==> config.mk <==
export PLATFORM = sky130hd
export DESIGN_NAME = altimetre_tx
export DESIGN_NICKNAME = d
export VERILOG_FILES = /design/src/rtl/alt_link_pkg.sv /design/src/rtl/alt_baud_tick.sv /design/src/rtl/altimetre_tx.sv
export SDC_FILE = /design/constraint.sdc
export NUM_CORES = 1
export LEC_CHECK = 0
export ABC_AREA = 1
export ABC_CLOCK_PERIOD_IN_PS = 2710
export CORE_ASPECT_RATIO = 0.6
export CORE_MARGIN = 5
export CORE_UTILIZATION = 56
export CTS_CLUSTER_DIAMETER = 30
export DETAILED_ROUTE_END_ITERATION = 8
export PLACE_DENSITY = 0.86
export SETUP_SLACK_MARGIN = 0.2
export SLEW_MARGIN = 20
export SYNTH_ARGS = -nofsm -noshare
export SYNTH_HDL_FRONTEND = slang
export SYNTH_HIERARCHICAL = 1
export SYNTH_SLANG_ARGS = --single-unit
==> constraint.sdc <==
create_clock -name clock -period 2.71 [get_ports clock]
set_input_delay 0.4065 -clock clock [delete_from_list [all_inputs] [get_ports clock]]
set_output_delay 0.4065 -clock clock [all_outputs]
set_load 0.005 [all_outputs]
==> src/rtl/alt_link_pkg.sv <==
// Shared definitions for the single-wire altitude link.
// Used by both the transmitter and the autopilot-side receiver.
package alt_link_pkg;

    typedef enum logic [2:0] {
        IDLE,
        START,
        DATA,
        PARITY,
        STOP
    } alt_state_t;

    localparam logic START_LVL = 1'b0;
    localparam logic STOP_LVL  = 1'b1;
    localparam logic IDLE_LVL  = 1'b1;

    localparam int DEFAULT_DATA_W = 10;

endpackage

==> src/rtl/alt_baud_tick.sv <==
// Baud counter for the altitude link: strobes on the last
// clock of every serial bit, held at zero while restart is high.
module alt_baud_tick #(
    parameter int CLKS_PER_BIT = 16
) (
    input  logic clock,
    input  logic reset,
    input  logic restart,
    output logic tick
);

    localparam int CW = (CLKS_PER_BIT > 2) ? $clog2(CLKS_PER_BIT) : 1;
    localparam logic [CW-1:0] LAST = CW'(CLKS_PER_BIT - 1);

    logic [CW-1:0] cnt;

    assign tick = (cnt == LAST) && !restart;

    always_ff @(posedge clock) begin
        if (reset || restart || tick) begin
            cnt <= '0;
        end else begin
            cnt <= cnt + CW'(1);
        end
    end

endmodule

==> src/rtl/altimetre_tx.sv <==
// Bit-serial altitude-frame transmitter: start, data LSB first,
// optional even parity, stop. One sample of buffering.
module altimetre_tx
    import alt_link_pkg::*;
#(
    parameter int DATA_W       = DEFAULT_DATA_W,
    parameter int CLKS_PER_BIT = 16,
    parameter int PARITY_EN    = 1,
    parameter int CNT_W        = 16
) (
    input  logic              clock,
    input  logic              reset,
    input  logic              sample_valid_i,
    input  logic [DATA_W-1:0] sample_data_i,
    output logic              sample_ready_o,
    output logic              tx_o,
    output logic              busy_o,
    output logic              done_o,
    output logic [CNT_W-1:0]  frame_cnt_o
);

    localparam int BW = (DATA_W > 1) ? $clog2(DATA_W) : 1;
    localparam logic [BW-1:0] LAST_BIT = BW'(DATA_W - 1);

    alt_state_t        state, state_n;
    logic [DATA_W-1:0] shift, shift_n;
    logic [DATA_W-1:0] hold, hold_n;
    logic              hold_full, hold_full_n;
    logic              par, par_n;
    logic [BW-1:0]     bit_idx, bit_idx_n;
    logic              tx_d;
    logic              bit_end;
    logic              frame_end;
    logic              accept;

    alt_baud_tick #(
        .CLKS_PER_BIT(CLKS_PER_BIT)
    ) u_baud (
        .clock  (clock),
        .reset  (reset),
        .restart(state == IDLE),
        .tick   (bit_end)
    );

    assign sample_ready_o = !hold_full;
    assign accept         = sample_valid_i && !hold_full;
    assign frame_end      = (state == STOP) && bit_end;

    always_ff @(posedge clock) begin
        if (reset) begin
            state       <= IDLE;
            shift       <= '0;
            hold        <= '0;
            hold_full   <= 1'b0;
            par         <= 1'b0;
            bit_idx     <= '0;
            tx_o        <= IDLE_LVL;
            frame_cnt_o <= '0;
        end else begin
            state     <= state_n;
            shift     <= shift_n;
            hold      <= hold_n;
            hold_full <= hold_full_n;
            par       <= par_n;
            bit_idx   <= bit_idx_n;
            tx_o      <= tx_d;
            if (frame_end) begin
                frame_cnt_o <= frame_cnt_o + CNT_W'(1);
            end
        end
    end

    always_comb begin
        state_n     = state;
        shift_n     = shift;
        hold_n      = hold;
        hold_full_n = hold_full;
        par_n       = par;
        bit_idx_n   = bit_idx;
        unique case (state)
            IDLE: begin
                if (accept) begin
                    state_n = START;
                    shift_n = sample_data_i;
                    par_n   = ^sample_data_i;
                end
            end
            START: begin
                if (bit_end) begin
                    state_n   = DATA;
                    bit_idx_n = '0;
                end
            end
            DATA: begin
                if (bit_end) begin
                    shift_n = shift >> 1;
                    if (bit_idx == LAST_BIT) begin
                        state_n = (PARITY_EN != 0) ? PARITY : STOP;
                    end else begin
                        bit_idx_n = bit_idx + BW'(1);
                    end
                end
            end
            PARITY: begin
                if (bit_end) begin
                    state_n = STOP;
                end
            end
            STOP: begin
                if (bit_end) begin
                    // pending sample wins; a fresh one may bypass hold
                    if (hold_full) begin
                        state_n     = START;
                        shift_n     = hold;
                        par_n       = ^hold;
                        hold_full_n = 1'b0;
                    end else if (accept) begin
                        state_n = START;
                        shift_n = sample_data_i;
                        par_n   = ^sample_data_i;
                    end else begin
                        state_n = IDLE;
                    end
                end
            end
            default: state_n = IDLE;
        endcase
        if (accept && state != IDLE && !frame_end) begin
            hold_n      = sample_data_i;
            hold_full_n = 1'b1;
        end
    end

    always_comb begin
        tx_d = IDLE_LVL;
        unique case (state_n)
            IDLE:    tx_d = IDLE_LVL;
            START:   tx_d = START_LVL;
            DATA:    tx_d = shift_n[0];
            PARITY:  tx_d = par_n;
            STOP:    tx_d = STOP_LVL;
            default: tx_d = IDLE_LVL;
        endcase
    end

    assign busy_o = (state != IDLE);
    assign done_o = frame_end;

endmodule

==> reports/results.tsv <==
metric	value	unit
status	finished clean	
p_sw	439	uW
synth.distinct_cells	38	
layout_commonest_cell	nand2_1	
path_clk_slew	0.09	ns
netlist_area	2840	sq um
ys.warnings.count	6	
antenna_found_initial	0	
hp-class	flip-flop to flip-flop	
holdPathStages	1	
max_cap_viol_count	0	
drt_wl_total	6920	microns
crit_path_end_kind	output port	
syn-instance-count	416	
fin_hold_ws	0.439	ns
hold_viol	0	
cts.sinks	50	
grt-ovfl-total	0	
fin_crit	2.37	ns
reg2reg_to	frame_cnt_o[12]	
path_cells	inv_1 -> nand2_2 -> inv_1 -> nor2_1 -> inv_2 -> nor2_8 -> clkdlybuf4s50_1	
clk_latency	0.31	ns
grt_pass1_vias	2545	
fin_util	67.6	%
grt_max_degree	23	
rsz0062_at_grt	no	
drt_iter0_drc	171	
drtAntennaViolNets	0	
io_buffers	32	
maxSlewHeadroom	56.1	%
combPwrFrac	17.3	%
clk_path_buf_depth	2	
maxSlewViolCount	0	
r2r_cells	16	
p_int	1.05	mW
power_density	443	nW/um^2
async_flop_share	0	%
setup_viol	0	
numCtsBuffers	5	
setup_ws	0.335	ns
dieArea	6650	sq um
worst-path-max-fanout	8	
dominantRegCellSynth	dfxtp_1	
tightest_slew	0.658	ns
critPathMaxStageDelay	0.51	ns
clock_skew	0.00552	ns
arrival	1.97	ns
n_antenna_cell	0	
via_per_inst	5.40	
clkPwrFrac	29.4	%
r2r_slack	0.50	ns
synth_fp_nets	433	
period_share	87.6	%
crit_top_cell	inv_1	
ir_worst_vdd	0.000240	V
mostFrequentLayoutCells	107 x nand2_1, 61 x inv_1, 46 x dfxtp_1	
start_util	57.1	%
fmax	0.421	GHz
htreeDepth	2	
nets	471	
die-width	102	microns
cp.required	2.30	ns
critPathKind	flip-flop to output port	
area_delta_synth_final	18.3	%
holdCritStartpoint	u_baud/cnt[0]	
power_frac_seq	53.3	%
synth-edff-count	0	
reg2reg_from	state[2]	
via_count	2813	
grt_pass1_wl	11600	microns
ys_seq_area_share	35.2	%
place_hpwl	5300	microns
drc	0	
placed_cells	509	
drive_above_1_share	9.89	%
ios	33	
gp_congestion	0.935	
startpoint_type	flip-flop	
ys_seq_elements	50	
p_sw_share	29.4	%
power.leakage	1.50	nW
avgSynthCellArea	6.84	sq um
dr.pass1.iters	5	
grt_usage	22.0	%
coreArea	4980	sq um
cpMaxStageDelayCell	clkdlybuf4s50_1	
dpl_worst_slack	0.428	ns
cts_root_buf	clkbuf_8	
rows	20	
cts_tree	built	
die_h	65.2	microns
final_cells	521	
wl_per_cell	13.3	microns
whs_endpoint	u_baud/cnt[0]	
tns	0	ns
==> cells by family (layout without fill, tap and decap cells) <==
group / Yosys count / count (layout) / share of synthesized area, %
flops: 50 / 50 / 35.2
buf+inv: 77 / 116 / 10.3
fa+ha+maj: 4 / 4 / 1.76
compound gates: 76 / 76 / 16.3
simple gates: 201 / 201 / 34.0
xor+xnor: 8 / 8 / 2.46
==> worst max-delay path, delay by kind of cell (launching register included) <==
family | cells | cell delay, ns
AND/OR/NAND/NOR | 3 | 0.44
buffers and inverters | 4 | 0.83
flip-flops | 1 | 0.39
==> how the worst max path moves through the flow <==
stage                        start               to  slack [ns]  cells after the start
after CTS                 state[2]           done_o        0.22                      7
after global routing      state[2]           done_o        0.20                      7
after floorplan           state[2]  frame_cnt_o[12]        0.58                     16
after detailed placement  state[2]  frame_cnt_o[12]        0.43                     15
after global placement    state[2]  frame_cnt_o[12]        0.53                     15
final                     state[2]           done_o        0.34                      7
==> what timing repair did <==
item	4_1_cts	5_1_grt
resized for setup	3	2
endpoints found under the setup margin	1	1
pin swaps	1	1
buffers inserted	0	4
hold buffers	0	0
==> per-layer routing <==
| layer | up-vias | part of all wire (%) | global-route usage (%) |
|---|---|---|---|
| met1 | 1256 | 48 | 31.1 |
| met2 | 116 | 41 | 32.4 |
| met5 | - | 0 | 0 |
| met3 | 13 | 8.8 | 5.73 |
| met4 | 0 | 1.8 | 7.69 |
| li1 | 1428 | - | - |
==> Yosys cell counts, types with 6 or more instances <==
| cell type | n | area, sq um |
|---|---|---|
| o21ai_0 | 19 | 95.1 |
| dfxtp_1 | 50 | 1000 |
| o211ai_1 | 9 | 67.6 |
| nor3_1 | 9 | 45.0 |
| nand2_1 | 108 | 405 |
| a21oi_1 | 32 | 160 |
| inv_1 | 61 | 229 |
| nand3_1 | 30 | 150 |
| nor2_1 | 30 | 113 |
| o2111ai_1 | 9 | 78.8 |
| clkbuf_1 | 6 | 22.5 |
==> through the flow <==
step	cell area [sq um]	total power [mW]
after floorplan	2840	0.981
after global placement	3240	1.06
after detailed placement	3240	1.06
after CTS	3330	1.50
after global routing	3370	1.59
final	3370	1.49
==> power by group through the flow <==
stage / logic (mW) / clock network, mW / registers, mW
global placement: 0.245 / 0 / 0.810
global route: 0.292 / 0.494 / 0.801
CTS: 0.254 / 0.451 / 0.794
finish: 0.258 / 0.438 / 0.795
detailed placement: 0.254 / 0 / 0.810
floorplan: 0.178 / 0 / 0.802
==> cell type report <==
| class | count | area, sq um |
|---|---|---|
| flip-flops and latches | 50 | 1010 |
| clock inverters | 2 | 13.8 |
| multi-input cells | 289 | 1550 |
| fillers | 434 | 1610 |
| clock buffers | 6 | 72.6 |
| well taps | 66 | 82.6 |
| inverters | 67 | 251 |
| repair buffers | 41 | 388 |
==> state kept, by name (all words and copies together), names as in the netlist <==
| name | cells |
|---|---|
| state | 3 |
| hold_full | 1 |
| tx_o | 1 |
| u_baud/cnt | 4 |
| shift | 10 |
| bit_idx | 4 |
| frame_cnt_o | 16 |
| par | 1 |
| hold | 10 |
Power figures use the tool's default switching activity.
